## src/rtl/cic_pkg.sv

```systemverilog
// Shared CIC constants and the output rounding/saturation stage used by both the
// interpolator and the decimator.
package cic_pkg;

    localparam int DATA_WIDTH  = 16;
    localparam int N_STAGES    = 4;
    localparam int MAX_LOG2_L  = 4;
    localparam int ACC_WIDTH   = DATA_WIDTH + N_STAGES * MAX_LOG2_L - MAX_LOG2_L;
    localparam int K_WIDTH     = 3;
    localparam int SHIFT_WIDTH = $clog2((N_STAGES - 1) * MAX_LOG2_L + 1);

    localparam logic signed [ACC_WIDTH:0] SAT_HI = (ACC_WIDTH + 1)'(2 ** (DATA_WIDTH - 1) - 1);
    localparam logic signed [ACC_WIDTH:0] SAT_LO = (ACC_WIDTH + 1)'(-(2 ** (DATA_WIDTH - 1)));

    // Round half-up by 2^shift, then clamp to the signed output range.
    // One guard bit keeps the rounding bias from overflowing the accumulator.
    function automatic logic [DATA_WIDTH-1:0] sat_round(
        input logic signed [ACC_WIDTH-1:0] acc,
        input logic [SHIFT_WIDTH-1:0]      shift
    );
        logic signed [ACC_WIDTH:0] half;
        logic signed [ACC_WIDTH:0] biased;
        logic signed [ACC_WIDTH:0] r;
        half = '0;
        if (shift != '0) begin
            half = (ACC_WIDTH + 1)'(1) << (shift - 1'b1);
        end
        biased = {acc[ACC_WIDTH-1], acc} + half;
        r = biased >>> shift;
        if (r > SAT_HI) begin
            return SAT_HI[DATA_WIDTH-1:0];
        end
        if (r < SAT_LO) begin
            return SAT_LO[DATA_WIDTH-1:0];
        end
        return r[DATA_WIDTH-1:0];
    endfunction

endpackage

```

## src/rtl/cic_integrator_stage.sv

```systemverilog
// One wrap-around CIC integrator: accumulates din when enabled, clears synchronously.
module cic_integrator_stage
    import cic_pkg::*;
(
    input  logic                 clk,
    input  logic                 rst,
    input  logic                 en,
    input  logic                 clr,
    input  logic [ACC_WIDTH-1:0] din,
    output logic [ACC_WIDTH-1:0] acc
);

    logic [ACC_WIDTH-1:0] acc_q;
    logic [ACC_WIDTH-1:0] acc_d;

    always_comb begin
        acc_d = acc_q;
        if (clr) begin
            acc_d = '0;
        end else if (en) begin
            acc_d = acc_q + din;
        end
    end

    always_ff @(posedge clk) begin
        if (rst) begin
            acc_q <= '0;
        end else begin
            acc_q <= acc_d;
        end
    end

    assign acc = acc_q;

endmodule

```

## src/rtl/cic_interpolator.sv

```systemverilog
// N-stage CIC interpolator: combs at input rate, zero-stuff by 2^k, integrators at
// output rate, then gain-normalising round/saturate to s16.15.
module cic_interpolator
    import cic_pkg::*;
(
    input  logic                  clk,
    input  logic                  rst,
    input  logic                  EN,
    input  logic                  bypass,
    input  logic [DATA_WIDTH-1:0] x_n,
    input  logic                  in_valid,
    output logic                  in_ready,
    input  logic [K_WIDTH-1:0]    Interpolation_Factor,
    output logic [DATA_WIDTH-1:0] y_n,
    output logic                  out_valid
);

    logic [K_WIDTH-1:0]     k_clamped;
    logic [K_WIDTH-1:0]     k_r_q, k_r_d;
    logic [MAX_LOG2_L-1:0]  p_q, p_d, p_last;
    logic [ACC_WIDTH-1:0]   u_q, u_d;
    logic                   v1_q, v1_d;
    logic [DATA_WIDTH-1:0]  y_q, y_d;
    logic                   out_valid_q, out_valid_d;
    logic [SHIFT_WIDTH-1:0] shift;

    logic [ACC_WIDTH-1:0] d_q      [N_STAGES];
    logic [ACC_WIDTH-1:0] d_d      [N_STAGES];
    logic [ACC_WIDTH-1:0] comb_c   [N_STAGES+1];
    logic [ACC_WIDTH-1:0] integ_in [N_STAGES];
    logic [ACC_WIDTH-1:0] integ_acc[N_STAGES];

    logic factor_change, flush, accept, step;

    assign k_clamped = (Interpolation_Factor > K_WIDTH'(MAX_LOG2_L)) ? K_WIDTH'(MAX_LOG2_L)
                                                                     : Interpolation_Factor;
    assign factor_change = EN && (k_clamped != k_r_q);
    // Bypass and factor changes both discard filter history so a later restart is clean.
    assign flush    = EN && (bypass || factor_change);
    assign in_ready = EN && !rst && !factor_change && (bypass || (p_q == '0));
    assign accept   = in_valid && in_ready;
    assign step     = EN && !bypass && !factor_change && (accept || (p_q != '0));
    assign p_last   = ~({MAX_LOG2_L{1'b1}} << k_r_q);
    assign shift    = SHIFT_WIDTH'(k_r_q) * SHIFT_WIDTH'(N_STAGES - 1);

    always_comb begin
        comb_c[0] = {{(ACC_WIDTH - DATA_WIDTH){x_n[DATA_WIDTH-1]}}, x_n};
        for (int i = 0; i < N_STAGES; i++) begin
            comb_c[i+1] = comb_c[i] - d_q[i];
        end
    end

    generate
        for (genvar gi = 0; gi < N_STAGES; gi++) begin : g_stage
            assign d_d[gi] = flush ? '0 : (accept ? comb_c[gi] : d_q[gi]);

            if (gi == 0) begin : g_first
                assign integ_in[gi] = u_q;
            end else begin : g_chain
                // Each integrator sees its predecessor's pre-update value (pipelined chain).
                assign integ_in[gi] = integ_acc[gi-1];
            end

            cic_integrator_stage u_integ (
                .clk (clk),
                .rst (rst),
                .en  (EN && v1_q),
                .clr (flush),
                .din (integ_in[gi]),
                .acc (integ_acc[gi])
            );
        end
    endgenerate

    always_comb begin
        k_r_d       = EN ? k_clamped : k_r_q;
        p_d         = p_q;
        u_d         = u_q;
        v1_d        = step;
        y_d         = y_q;
        out_valid_d = 1'b0;

        if (flush) begin
            p_d = '0;
            u_d = '0;
        end else if (step) begin
            p_d = (p_q == p_last) ? '0 : p_q + 1'b1;
            u_d = accept ? comb_c[N_STAGES] : '0;
        end

        if (EN && bypass) begin
            if (accept) begin
                y_d         = x_n;
                out_valid_d = 1'b1;
            end
        end else if (EN && !factor_change && v1_q) begin
            y_d         = sat_round(integ_acc[N_STAGES-1], shift);
            out_valid_d = 1'b1;
        end
    end

    always_ff @(posedge clk) begin
        if (rst) begin
            k_r_q       <= k_clamped;
            p_q         <= '0;
            u_q         <= '0;
            v1_q        <= 1'b0;
            y_q         <= '0;
            out_valid_q <= 1'b0;
        end else begin
            k_r_q       <= k_r_d;
            p_q         <= p_d;
            u_q         <= u_d;
            v1_q        <= v1_d;
            y_q         <= y_d;
            out_valid_q <= out_valid_d;
        end
        for (int i = 0; i < N_STAGES; i++) begin
            d_q[i] <= rst ? '0 : d_d[i];
        end
    end

    assign y_n       = y_q;
    assign out_valid = out_valid_q;

endmodule

```

## config.mk

```make
export PLATFORM = sky130hd
export DESIGN_NAME = cic_interpolator
export DESIGN_NICKNAME = d
export VERILOG_FILES = /design/src/rtl/cic_pkg.sv /design/src/rtl/cic_integrator_stage.sv /design/src/rtl/cic_interpolator.sv
export SDC_FILE = /design/constraint.sdc
export NUM_CORES = 1
export LEC_CHECK = 0
export BUFFER_PORTS_ARGS = -buffer_cell sky130_fd_sc_hd__clkbuf_2
export CAP_MARGIN = 15
export CORE_ASPECT_RATIO = 0.6
export CORE_MARGIN = 3
export CORE_UTILIZATION = 42
export CTS_CLUSTER_DIAMETER = 50
export DETAILED_ROUTE_END_ITERATION = 16
export HOLD_SLACK_MARGIN = 0.1
export MAX_ROUTING_LAYER = met4
export SYNTH_ARGS = -nofsm -noshare
export SYNTH_HDL_FRONTEND = slang
export SYNTH_HIERARCHICAL = 1
export SYNTH_SLANG_ARGS = --single-unit
```

## constraint.sdc

```tcl
create_clock -name clk -period 9.6 [get_ports clk]
set_clock_uncertainty 0.1 [all_clocks]
set_input_delay 1.92 -clock clk [delete_from_list [all_inputs] [get_ports clk]]
set_output_delay 1.92 -clock clk [all_outputs]
set_load 0.01 [all_outputs]
```

# [Word level (Yosys, flattened, before mapping)]
# Memories as Yosys holds them, arrays and structs flattened.
# Index checks and enable logic that the tools add are counted.
[word_totals] elab_cells=96 memories=1 inputBits=24 ram_bits=112 reg_bits=165 out_inout_bits=18
[classes] n_reduce_logical=26 n_addsub=11 order_cmp=3 bitwise=1 eq_ne=3 mux=37 n_mul=1 shifts=3
[mem_list] name="d_q" words=4 word_bits=28 read_ports=4 rd_ports_with_merged_regs=0 wr=4 line="cic_interpolator.sv:27" rtl="logic [ACC_WIDTH-1:0] d_q [N_STAGES];"
[op_table] operator="$mux W28" count=13
[op_table] operator="$add A28 B28 Y28" count=4
[op_table] operator="$mux W16" count=7
[op_table] operator="$sub A28 B28 Y28" count=4
[op_table] operator="$mux W29" count=3
[op_table] operator="$add A29 B29 Y29" count=1
[op_table] operator="$gt A29 B16 Y1 const B" count=1
[op_table] operator="$lt A29 B16 Y1 const B" count=1
[op_table] operator="$shl A1 B4 Y29 const A" count=1
[op_table] operator="$sshr A29 B4 Y29" count=1
[op_table] operator="$logic_and A1 B1 Y1" count=13
[op_table] operator="$mux W1" count=10
[op_table] operator="$mux W3" count=3
[op_table] operator="$reduce_bool A4 Y1" count=2
[op_table] operator="$add A4 B1 Y4 const B" count=1
[op_table] operator="$eq A4 B4 Y1" count=1
[op_table] operator="$logic_not A4 Y1" count=1
[op_table] operator="$mul A3 B2 Y4 const B" count=1
[op_table] operator="$mux W4" count=1
[op_table] operator="$not A4 Y4" count=1
[op_table] operator="$reduce_bool A2 Y1" count=2
[op_table] operator="$shl A4 B3 Y4 const A" count=1
[op_table] operator="$sub A4 B1 Y4 const B" count=1
[op_table] operator="$gt A3 B3 Y1 const B" count=1
[op_table] operator="6 further kinds" count=10

# [Logic depth before layout (Yosys ltp)]
# Gate-level depths: netlist of run 1.
[logic_depth] ltp_word=22 mapped_depth=40 ltp_nobuf=40

# [Hierarchy]
# Netlist of run 1, hierarchy kept.
[modules_own_cells] module="cic_interpolator" instances=1 area_per_inst_um2=13339.0 cells_per_inst=1803 seq_area_each_um2=3093.0
[modules_own_cells] module="cic_integrator_stage at g_stage[1].u_integ ..." instances=3 area_per_inst_um2=2558.7 cells_per_inst=324 seq_area_each_um2=560.5
[modules_own_cells] module="cic_integrator_stage at g_stage[0].u_integ" instances=1 area_per_inst_um2=2359.8 cells_per_inst=300 seq_area_each_um2=560.5

# [Worst setup path after synthesis of run 1]
# Ideal clock, no wire load.
[synth_path] kind="input to register" from="in x_n[0]" to="reg u_q[27]" stages=39 t_required_ns=9.429 path_slack_ns=1.008 setup_time_ns=0.071 arrival_time_ns=8.420 path_buffers=0 path_cell_list="inv_1 -> ha_1 -> inv_1 -> fa_1 -> a21o_1 -> a21oi_1 -> o21ai_0 -> a21oi_1 -> o21bai_1 -> a21oi_1 -> o21bai_1 -> a21oi_1 -> xnor2_1 -> ha_1 -> nand2_1 -> nor2_1 -> a21oi_1 -> o31ai_1 -> (+3 left out) -> nand2b_1 -> xor2_1 -> ha_1 -> a2111oi_0 -> a31oi_1 -> a21oi_1 -> xnor2_1 -> ha_1 -> a21o_1 -> a21o_1 -> a21o_1 -> a21oi_1 -> nor2_1 -> a221oi_1 -> a21oi_1 -> xor2_1 -> xnor3_1 -> o2bb2ai_1"
[synth_lines] element="from (decl)" line="cic_interpolator.sv:10" rtl="input logic [DATA_WIDTH-1:0] x_n,"
[synth_lines] element="to (signal assigned)" line="cic_interpolator.sv:113" rtl="u_q <= u_d;"
[synth_lines] element="to (decl)" line="cic_interpolator.sv:21" rtl="logic [ACC_WIDTH-1:0] u_q, u_d;"

==> metrics.md, run 1 <==
| Metric | Value |
|---|---|
| Syn avg cell area | between 7 and 8 sq um |
| Post-route insts no fill | 3,829 |
| Synth Warn # | 6 |
| Hold Crit Depth | 2 |
| Reg2reg setup slack | 1710 ps |
| DP HPWL | 54.4 mm |
| Die area | 0.0586 sq mm |
| # fillers | 5,321 |
| Slowest CP cell | o31ai_1 |
| Fin nets | ~3,300 |
| Most common cell after layout, fill and taps aside | nand2_1 |
| VDD IR-drop max | 0.126 mV |
| DRT antenna net count | 0 |
| Crit Reg-Reg Endpoint | u_q[27] |
| H-tree depth | 2 |
| CTS tree | done |
| Most used cell, CP | a21oi_1 |
| Die H | 189 um |
| Sum of routed wire segments on met1 | 39.0 mm |
| GPL Wtd Cong | just over 0.9 |
| Number of setup violations in the final report | 0 |
| FMAX | 110 MHz |
| EDFF count, synth | 3 |
| Placeable Area | roughly 0.055 sq mm |
| Cts hold-fix bufs | 0 |
| Static Leak | 9.96 nW |
| Tmin final | 9080 ps |
| Overall power | approximately 4.0 mW |
| Pwr dens | 157 mW/mm^2 |
| Hold Path Origin | d_q[2][19] |
| Synth Flop Type | dfxtp_1 |
| CP max stage delay | 500 ps |
| DR pass1 iterations | 5 |
| DRC Markers | 0 |
| CP arrival | 9440 ps |
| Hold Violations, Final | 0 |
| Layout cells sized above 1 | 7.43% |
| Metal3 WL | between 5 and 6 mm |
| All-Layer GR Usage | 24.2% |
| #FFs+latches synth | 265 |
| Site row count | 66 |
| Final wirelength | 71.0 mm |
| Sequential cell area fraction in the yosys report | 22.8% |
| PostCTS Resize Cnt | 0 |
| Inserted Clock Buffers | 35 |
| Post-DR wirelength/cell | about 19 um |
| # IOs | 42 |
| Post-synth net total | around 3,300 |
| Post CTS Setup Buffer Count | 0 |
| Yosys cell types | 105 |
| Max Used Layer | met4 |
| Post-synth ARST share | 0% |
| Met2 wire length | 25.8 mm |
| Number of global-route vias before repair | 20,400 |
| WHS | between 300 and 400 ps |
| Min-Delay Path Class | flip-flop to flip-flop |
| Initial antenna violation count | 1 |
| Port Buf Inserts | 41 |
| Worst-path clk slew | 60 ps |
| Initial DRC Count | 2,270 |
| Critical path capture point type | flip-flop |
| Clock Sinks | approximately 270 |
| Cell count after synthesis | 3,075 |
| Vias | 22,400 |
| Post-route cell area | 0.0255 sq mm |
| Required time worst endpoint | between 9000 and 10,000 ps |
| Outcome | finished clean |
| Final Core Density | 46.7% |
| Relative slew slack | between 20% and 30% |
| Total gr overflow | 0 |
| Most frequent cells in the layout | 399 x nand2_1, 322 x a21oi_1, 262 x dfxtp_1 |
| Placed insts | around 3,800 |
| Worst slew pin tran | 1120 ps |
| Hold Path Sink | d_q[2][19] |
| Worst reg2reg path depth | 36 |
| Final WS setup | 524 ps |
| First-pass GRT wire length | 114 mm |
| Setup TNS | 0 ps |
| Slew Viols, Final | 0 |
| Area added between synthesis and finish | 9.14% |
| N_diodes | 0 |
| Largest net degree at the start of global routing | 111 |
| Worst Path Max Fanout | 5 |
| Initial Util | between 40% and 50% |
| Clk_lat worst skew | 550 ps |
| Chip Width | 311 um |
| Setup Crit Path Kind | input port to flip-flop |
| Vias per inst | around 5.9 |
| Clock Tree Buf Depth | 3 |
| Clock root buffer | clkbuf_16 |
| Worst slack at placement | 52.8 ps |
| CP Launch Type | input port |
| Placed cell areas | between 0.02 and 0.025 sq mm |
| Netlist Area Pre-Place | 0.0234 sq mm |
| MaxCap Viol Count | 0 |
| Final Cycle Share | a little over nine tenths |
| Worst r2r src | d_q[0][0] |
state kept, by name, indices dropped and copies added (netlist names):
signal               count
d_q                    100
g_stage.u_integ/acc    112
k_r_q                    3
out_valid                1
p_q                      4
u_q                     28
v1_q                     1
y_n                     16
where the power goes:
part,internal [mW],switching (mW),total [mW],leakage [nW]
combinational,0.586,0.855,1.44,7.21
sequential,1.11,0.00399,1.11,2.14
clock,0.890,0.565,1.45,0.608
total,2.58,1.42,4.01,9.96
routing by layer:
layer	vias up	global-route usage, %
met3	72	3.67
met4	0	4.33
met5	-	-
met1	10600	39.2
li1	11100	-
met2	685	30.4
final cells by class:
| type | instances | area (sq um) | area share, % |
|---|---|---|---|
| clock buffers | 47 | 982 | 3.85 |
| multi-input cells | 2510 | 16900 | 66.1 |
| repair buffers | 76 | 498 | 1.95 |
| inverters | 166 | 623 | 2.44 |
| well taps | 748 | 936 | 3.67 |
| flip-flops and latches | 265 | 5340 | 20.9 |
| clock inverters | 17 | 273 | 1.07 |
critical path, delay by kind of cell:
kind / cells / cell delay (ps)
AND/OR/NAND/NOR: 2 / 170
XOR/XNOR: 5 / 910
adder cells (fa/ha/maj): 5 / 1510
buffers and inverters: 3 / 230
AO/OA/AOI/OAI: 23 / 4700
how the worst max path moves through the flow:
stage            from       to  slack (ps)  cells past startpoint
3_3_place_gp   x_n[1]  u_q[27]          90                     37
5_1_grt        x_n[0]  u_q[27]         -20                     38
2_1_floorplan  x_n[0]  u_q[27]        1010                     39
4_1_cts        x_n[1]  u_q[27]         570                     36
3_5_place_dp   x_n[1]  u_q[27]          50                     38
6_report       x_n[0]  u_q[27]         520                     38
synthesized netlist by cell type (24+ instances only):
cell type / count / area share, %
mux2i_1: 75 / 3.2
o21ai_1: 25 / 0.54
nand3_1: 77 / 1.6
clkbuf_1: 105 / 1.7
o21ai_0: 165 / 3.5
nand2_1: 400 / 6.4
nor2b_1: 36 / 0.96
nor2_1: 237 / 3.8
nand2b_1: 26 / 0.70
a211oi_1: 45 / 1.4
a21o_1: 77 / 2.5
ha_1: 229 / 12
xor2_1: 61 / 2.3
a31oi_1: 35 / 0.94
dfxtp_1: 262 / 22
o211ai_1: 24 / 0.77
xnor2_1: 103 / 3.9
and2_1: 32 / 0.86
nand3b_1: 34 / 1.1
nor3_1: 60 / 1.3
inv_1: 165 / 2.6
nand4_1: 34 / 0.91
a21oi_1: 322 / 6.9
logic make-up (layout without fill, tap and decap cells):
logic type	count (synthesis)	in the layout	synth area share, %
fa+ha+maj	239	239	13.1
flops	265	265	22.8
xor+xnor	167	167	6.43
mux	97	97	4.67
compound gates	944	944	26.0
buf+inv	300	306	5.16
simple gates	1063	1063	21.8
(Power assumes the default switching activity.)
==> inputs of run 2 (changes only) <==
--- a/config.mk
+++ b/config.mk
@@ -7,6 +7,8 @@
 export LEC_CHECK = 0
 export BUFFER_PORTS_ARGS = -buffer_cell sky130_fd_sc_hd__clkbuf_2
 export CAP_MARGIN = 15
+export CELL_PAD_IN_SITES_DETAIL_PLACEMENT = 1
+export CELL_PAD_IN_SITES_GLOBAL_PLACEMENT = 1
 export CORE_ASPECT_RATIO = 0.6
 export CORE_MARGIN = 3
 export CORE_UTILIZATION = 42
@@ -14,6 +16,7 @@
 export DETAILED_ROUTE_END_ITERATION = 16
 export HOLD_SLACK_MARGIN = 0.1
 export MAX_ROUTING_LAYER = met4
+export PLACE_DENSITY_LB_ADDON = 0.1
 export SYNTH_ARGS = -nofsm -noshare
 export SYNTH_HDL_FRONTEND = slang
 export SYNTH_HIERARCHICAL = 1
==> run 2 against run 1 <==
  * Sequential share of layout area decreased by 0.056 points
  * Global-route usage increased by 3.4 points
  * Power increased by 0.19%
  * Critical path type unchanged
==> metrics.md, run 2 (synthesis results as in run 1) <==
| Metric | Value |
|---|---|
| Outcome | finished clean (unchanged) |
| Number of global-route vias before repair | 23,000 (was 20,400) |
| Max reg flops | 112 (unchanged) |
| MaxCap Viol Count | 0 (unchanged) |
| Fin nets | 3,329 (was 3,317) |
| RSZ-0062 raised after global routing | no |
| Worst slew pin tran | 1080 ps (was 1120 ps) |
| Tmin final | 8910 ps (was 9080 ps) |
| Worst-path clk slew | 60 ps (about the same) |
| Die area | 0.0586 sq mm (unchanged) |
| # IOs | 42 (unchanged) |
| Clock root buffer | clkbuf_16 (unchanged) |
| Required time worst endpoint | 9970 ps (about the same) |
| Most used cell, CP | a21oi_1 (unchanged) |
| Final Cycle Share | 92.9% (was 94.5%) |
| Inserted Clock Buffers | 37 (was 35) |
| Hold Crit Depth | 2 (unchanged) |
| Final WS setup | 686 ps (was 524 ps) |
| Final wirelength | 80.1 mm (was 71.0 mm) |
| Overall power | 4.01 mW (about the same) |
| Total gr overflow | 0 (unchanged) |
| Vias per inst | 5.91 (was 5.85) |
| Crit Reg-Reg Endpoint | y_n[9] (was u_q[27]) |
| Most common cell after layout, fill and taps aside | nand2_1 (unchanged) |
| Worst Path Max Fanout | 4 (was 5) |
| Area added between synthesis and finish | 9.44% (was 9.14%) |
| Worst Setup SP | x_n[1] (was x_n[0]) |
| Initial DRC Count | 1,602 (was 2,270) |
| DRC Markers | 0 (unchanged) |
| Slowest CP cell | a2111oi_0 (was o31ai_1) |
| Placeable Area | 0.0546 sq mm (unchanged) |
| H-tree depth | 2 (unchanged) |
| Most frequent cells in the layout | 399 x nand2_1, 317 x a21oi_1, 262 x dfxtp_1 (was 399 x nand2_1, 322 x a21oi_1, 262 x dfxtp_1) |
| All-Layer GR Usage | 27.6% (was 24.2%) |
| Hold Violations, Final | 0 (unchanged) |
| Number of setup violations in the final report | 0 (unchanged) |
| Vias | 22,700 (was 22,400) |
| Hold Path Origin | d_q[2][22] (was d_q[2][19]) |
| Initial Util | 42.8% (unchanged) |
| CTS tree | done (unchanged) |
| Layout cells sized above 1 | 8.02% (was 7.43%) |
| Setup Crit Path Kind | input port to flip-flop (unchanged) |
| Static Leak | 9.98 nW (was 9.96 nW) |
| FMAX | 112 MHz (was 110 MHz) |
| Reg2reg setup slack | 1450 ps (was 1710 ps) |
| Site row count | 66 (unchanged) |
| Relative slew slack | 28.1% (was 25.5%) |
| Largest net degree at the start of global routing | 88 (was 111) |
| CP arrival | 9280 ps (was 9440 ps) |
| VDD IR-drop max | 0.101 mV (was 0.126 mV) |
| Slew Viols, Final | 0 (unchanged) |
| Clock Tree Buf Depth | 3 (unchanged) |
| Port Buf Inserts | 41 (unchanged) |
| CP Launch Type | input port (unchanged) |
| Min-Delay Path Class | flip-flop to flip-flop (unchanged) |
| DR pass1 iterations | 5 (unchanged) |
| Pwr dens | 157 mW/mm^2 (about the same) |
| Worst r2r src | k_r_q[0] (was d_q[0][0]) |
| Hold Path Sink | d_q[2][22] (was d_q[2][19]) |
| First-pass GRT wire length | 129 mm (was 114 mm) |
| Post-DR wirelength/cell | 20.8 um (was 18.5 um) |
| Worst reg2reg path depth | 24 (was 36) |
| Initial antenna violation count | 5 (was 1) |
| GPL Wtd Cong | 0.892 (was 0.922) |
| Cts hold-fix bufs | 0 (unchanged) |
| Chip Width | 311 um (unchanged) |
| WHS | 354 ps (about the same) |
| DP HPWL | 62.2 mm (was 54.4 mm) |
| Worst slack at placement | -207 ps (was 52.8 ps) |
| CP max stage delay | 380 ps (was 500 ps) |
| Clock Sinks | 265 (unchanged) |
| DRT antenna net count | 0 (unchanged) |
| Critical path capture point type | flip-flop (unchanged) |
| Die H | 189 um (unchanged) |
| Clk_lat worst skew | 550 ps (about the same) |
==> run 2: cell types whose count changed in the layout (fill, tap and decap cells not counted), moves of 2 or more <==
cell	before	now
o21ai_1	27	31
clkbuf_16	36	38
clkinv_4	2	4
buf_4	32	44
a21oi_2	10	15
a21oi_1	322	317
diode_2	0	5
o21ai_0	163	159
bufinv_16	6	2
clkinvlp_4	2	4
==> run 2: layout make-up <==
| type | count | area [sq um] |
|---|---|---|
| multi-input combinational | 2510 | 16900 |
| fill | 6760 | 29000 |
| tap | 748 | 936 |
| sequential | 265 | 5340 |
| timing repair buffer | 86 | 563 |
| inverter | 166 | 623 |
| clock inverter | 17 | 185 |
| clock buffer | 49 | 1030 |
| antenna | 5 | 12.5 |
==> run 2: metal layers <==
| metal | share of wire, % | wire length, um | vias up | global-route usage (%) |
|---|---|---|---|---|
| li1 | - | - | 11100 | - |
| met2 | 40 | 31800 | 381 | 38.6 |
| met4 | 1.4 | 1110 | 0 | 4.67 |
| met5 | 0 | 0 | - | - |
| met1 | 53 | 42200 | 11100 | 40.3 |
| met3 | 6.3 | 5070 | 80 | 6.33 |
==> run 2: power breakdown <==
group          internal (mW)  switching (mW)  total [mW]  leakage (nW)
Clock                  0.821           0.581        1.40         0.584
Sequential              1.11         0.00420        1.11          2.14
Combinational          0.599           0.902        1.50          7.26
==> run 2: repair_timing <==
item | CTS | global route
resized for setup | 0 | 14
endpoints found under the setup margin | 0 | 5
endpoints found under the hold margin | 0 | 0
setup buffers | 0 | 1
==> run 2: worst max path at each step <==
stage / cells after the start / end / slack [ps]
after detailed placement: 38 / u_q[27] / -210
after global placement: 38 / u_q[27] / 120
after global routing: 39 / u_q[27] / 10
final: 38 / u_q[27] / 690
after CTS: 38 / u_q[27] / 330
after floorplan: 39 / u_q[27] / 1010
==> run 2: critical path: cells and delay by family <==
kind	cells	cell delay [ps]
AND/OR/NAND/NOR	5	620
adder cells (fa/ha/maj)	4	1110
AO/OA/AOI/OAI	23	4640
XOR/XNOR	4	670
buffers and inverters	2	280
==> run 2: per-stage QoR <==
stage	cells	setup TNS [ps]	instance area [sq um]	utilization, %
CTS	3838	0	25500	46.7
global placement	3772	0	24300	44.5
global route	3846	0	25600	46.9
detailed placement	3772	-331	24300	44.5
floorplan	3075	0	23400	-
finish	3846	0	25600	46.9
==> inputs of run 3 (changes only) <==
--- a/config.mk
+++ b/config.mk
@@ -6,7 +6,7 @@
 export NUM_CORES = 1
 export LEC_CHECK = 0
 export BUFFER_PORTS_ARGS = -buffer_cell sky130_fd_sc_hd__clkbuf_2
-export CAP_MARGIN = 15
+export CAP_MARGIN = 20
 export CELL_PAD_IN_SITES_DETAIL_PLACEMENT = 1
 export CELL_PAD_IN_SITES_GLOBAL_PLACEMENT = 1
 export CORE_ASPECT_RATIO = 0.6
==> constraint.sdc (replaced) <==
create_clock -name clk -period 10.09 [get_ports clk]
set_clock_uncertainty 0.1 [all_clocks]
set_input_delay 2.018 -clock clk [delete_from_list [all_inputs] [get_ports clk]]
set_output_delay 2.018 -clock clk [all_outputs]
set_load 0.01 [all_outputs]
==> run 3 against run 2 <==
  * Die area did not move
  * Worst hold slack got worse by 1.4 ps
  * Register-to-register slack better by 500 ps
  * Clock-buffer cell count shrank 4
  * Clock power about the same
  * Power shrank 4.2%
  * Utilization down 0.21 points
  * Final area fell by 0.44%
  * Setup slack gained 4.9 ps
  * Combinational power shrank 7%
  * Sequential power shrank 5%
  * Critical endpoint unchanged
==> metrics.md, run 3 (synthesis results as in run 1) <==
| Metric | Value |
|---|---|
| Outcome | finished clean (unchanged) |
| Worst slew pin tran | 1070 ps (was 1080 ps) |
| VDD IR-drop max | 0.100 mV (was 0.101 mV) |
| Final Cycle Share | 93.2% |
| DR pass1 iterations | 5 (unchanged) |
| Worst-path clk slew | 60 ps (about the same) |
| Layout cells sized above 1 | 7.38% (was 8.02%) |
| Placed insts | 3,755 (was 3,772) |
| Setup Crit Path Kind | input port to flip-flop (unchanged) |
| Total gr overflow | 0 (unchanged) |
| Chip Width | 311 um (unchanged) |
| Most frequent cells in the layout | 399 x nand2_1, 322 x a21oi_1, 262 x dfxtp_1 (was 399 x nand2_1, 317 x a21oi_1, 262 x dfxtp_1) |
| Fin nets | 3,310 (was 3,329) |
| Initial Util | 42.8% (unchanged) |
| Most used cell, CP | a21oi_1 (unchanged) |
| Static Leak | 9.92 nW (was 9.98 nW) |
| CP max stage delay | 410 ps (was 380 ps) |
| Hold Path Origin | d_q[3][9] (was d_q[2][22]) |
| Final wirelength | 79.5 mm (was 80.1 mm) |
| H-tree depth | 2 (unchanged) |
| Worst reg2reg path depth | 39 (was 24) |
| Port Buf Inserts | 41 (unchanged) |
| Crit Reg-Reg Endpoint | u_q[27] (was y_n[9]) |
| Reg2reg setup slack | 1950 ps (was 1450 ps) |
| DRC Markers | 0 (unchanged) |
| Clock Sinks | 265 (unchanged) |
| Overall power | 3.84 mW (was 4.01 mW) |
| RSZ-0062 raised after global routing | no (unchanged) |
| Die area | 0.0586 sq mm (unchanged) |
| Clock Tree Buf Depth | 3 (unchanged) |
| Tmin final | 9400 ps |
| First-pass GRT wire length | 128 mm (was 129 mm) |
| Die H | 189 um (unchanged) |
| Initial DRC Count | 1,520 (was 1,602) |
| Min-Delay Path Class | flip-flop to flip-flop (unchanged) |
| Final Core Density | 46.7% (was 46.9%) |
| Site row count | 66 (unchanged) |
| Worst Path Max Fanout | 6 (was 4) |
| Worst slack at placement | -34.2 ps (was -207 ps) |
| Area added between synthesis and finish | 8.96% (was 9.44%) |
| Largest net degree at the start of global routing | 88 (unchanged) |
| Pwr dens | 151 mW/mm^2 (was 157 mW/mm^2) |
| Number of setup violations in the final report | 0 (unchanged) |
| Max reg flops | 112 (unchanged) |
| MaxCap Viol Count | 0 (unchanged) |
| # IOs | 42 (unchanged) |
| FMAX | 106 MHz |
| Met2 wire length | 31.4 mm (was 31.8 mm) |
| GPL Wtd Cong | 0.888 (was 0.892) |
| Sum of routed wire segments on met1 | 41.7 mm (was 42.2 mm) |
| Placeable Area | 0.0546 sq mm (unchanged) |
| All-Layer GR Usage | 27.5% (was 27.6%) |
| Post-DR wirelength/cell | 20.8 um (about the same) |
| CP arrival | 9770 ps (was 9280 ps) |
| Most common cell after layout, fill and taps aside | nand2_1 (unchanged) |
| Critical path capture point type | flip-flop (unchanged) |
| Slowest CP cell | fa_1 (was a2111oi_0) |
| Metal3 WL | 5.27 mm (was 5.07 mm) |
| Worst r2r src | d_q[0][0] (was k_r_q[0]) |
| Final WS setup | 690 ps (was 686 ps) |
| Vias per inst | 5.92 (was 5.91) |
| Hold Violations, Final | 0 (unchanged) |
| DRT antenna net count | 0 (unchanged) |
| Relative slew slack | 28.3% (was 28.1%) |
| Cts hold-fix bufs | 0 (unchanged) |
| Hold Crit Depth | 2 (unchanged) |
| Hold Path Sink | d_q[3][9] (was d_q[2][22]) |
| DP HPWL | 61.5 mm (was 62.2 mm) |
| Initial antenna violation count | 2 (was 5) |
| Slew Viols, Final | 0 (unchanged) |
| Vias | 22,600 (was 22,700) |
| Clk_lat worst skew | 560 ps (was 550 ps) |
| WHS | 353 ps (was 354 ps) |
| Clock root buffer | clkbuf_16 (unchanged) |
| CP Launch Type | input port (unchanged) |
| CTS tree | done (unchanged) |
| Max Used Layer | met4 (unchanged) |
| Number of global-route vias before repair | 23,000 (about the same) |
| Inserted Clock Buffers | 35 (was 37) |
| Required time worst endpoint | 10,460 ps (was 9970 ps) |
| Post-route insts no fill | 3,824 (was 3,846) |
[run 3: worst max path at each step]
stage                         end   start  cells past startpoint
final                     u_q[27]  x_n[0]                     41
after global routing      u_q[27]  x_n[1]                     38
after CTS                 u_q[27]  x_n[1]                     38
after detailed placement  u_q[27]  x_n[0]                     41
after global placement    u_q[27]  x_n[0]                     41
after floorplan           u_q[27]  x_n[0]                     39
[run 3: layout make-up]
type	instances	area, sq um
inverters	166	623
fillers	6768	29100
multi-input cells	2510	16900
diodes	2	5.00
flip-flops and latches	265	5340
clock buffers	45	1010
clock inverters	19	259
repair buffers	69	435
well taps	748	936
[run 3: report_power, final]
group | internal, mW | leakage, nW | switching [mW] | total [mW]
sequential | 1.05 | 2.14 | 0.00426 | 1.06
combinational | 0.548 | 7.17 | 0.846 | 1.39
clock | 0.841 | 0.609 | 0.552 | 1.39
[run 3: layer usage]
metal | track usage, % | up-vias
li1 | - | 11100
met1 | 40.9 | 11000
met2 | 38.4 | 457
met3 | 5.30 | 87
met4 | 4.98 | 0
met5 | - | -
[run 3: repair_timing]
| action | 4_1_cts | 5_1_grt |
|---|---|---|
| buffers inserted | 0 | 0 |
| endpoints found under the setup margin | 0 | 4 |
| resized for setup | 0 | 5 |
[run 3: per-stage QoR]
| stage | cell area (sq um) | TNS, ps |
|---|---|---|
| 2_1_floorplan | 23400 | 0 |
| 3_3_place_gp | 24100 | 0 |
| 3_5_place_dp | 24100 | -34.2 |
| 4_1_cts | 25400 | 0 |
| 5_1_grt | 25500 | 0 |
| 6_report | 25500 | 0 |
[run 3: critical path: cells and delay by family]
kind	cells	cell delay, ps
and+or+nand+nor	5	490
xor gates and xnor gates	4	700
AOI/OAI and AO/OA	24	4900
buffers and inverters	3	230
adders and majority gates	5	1440
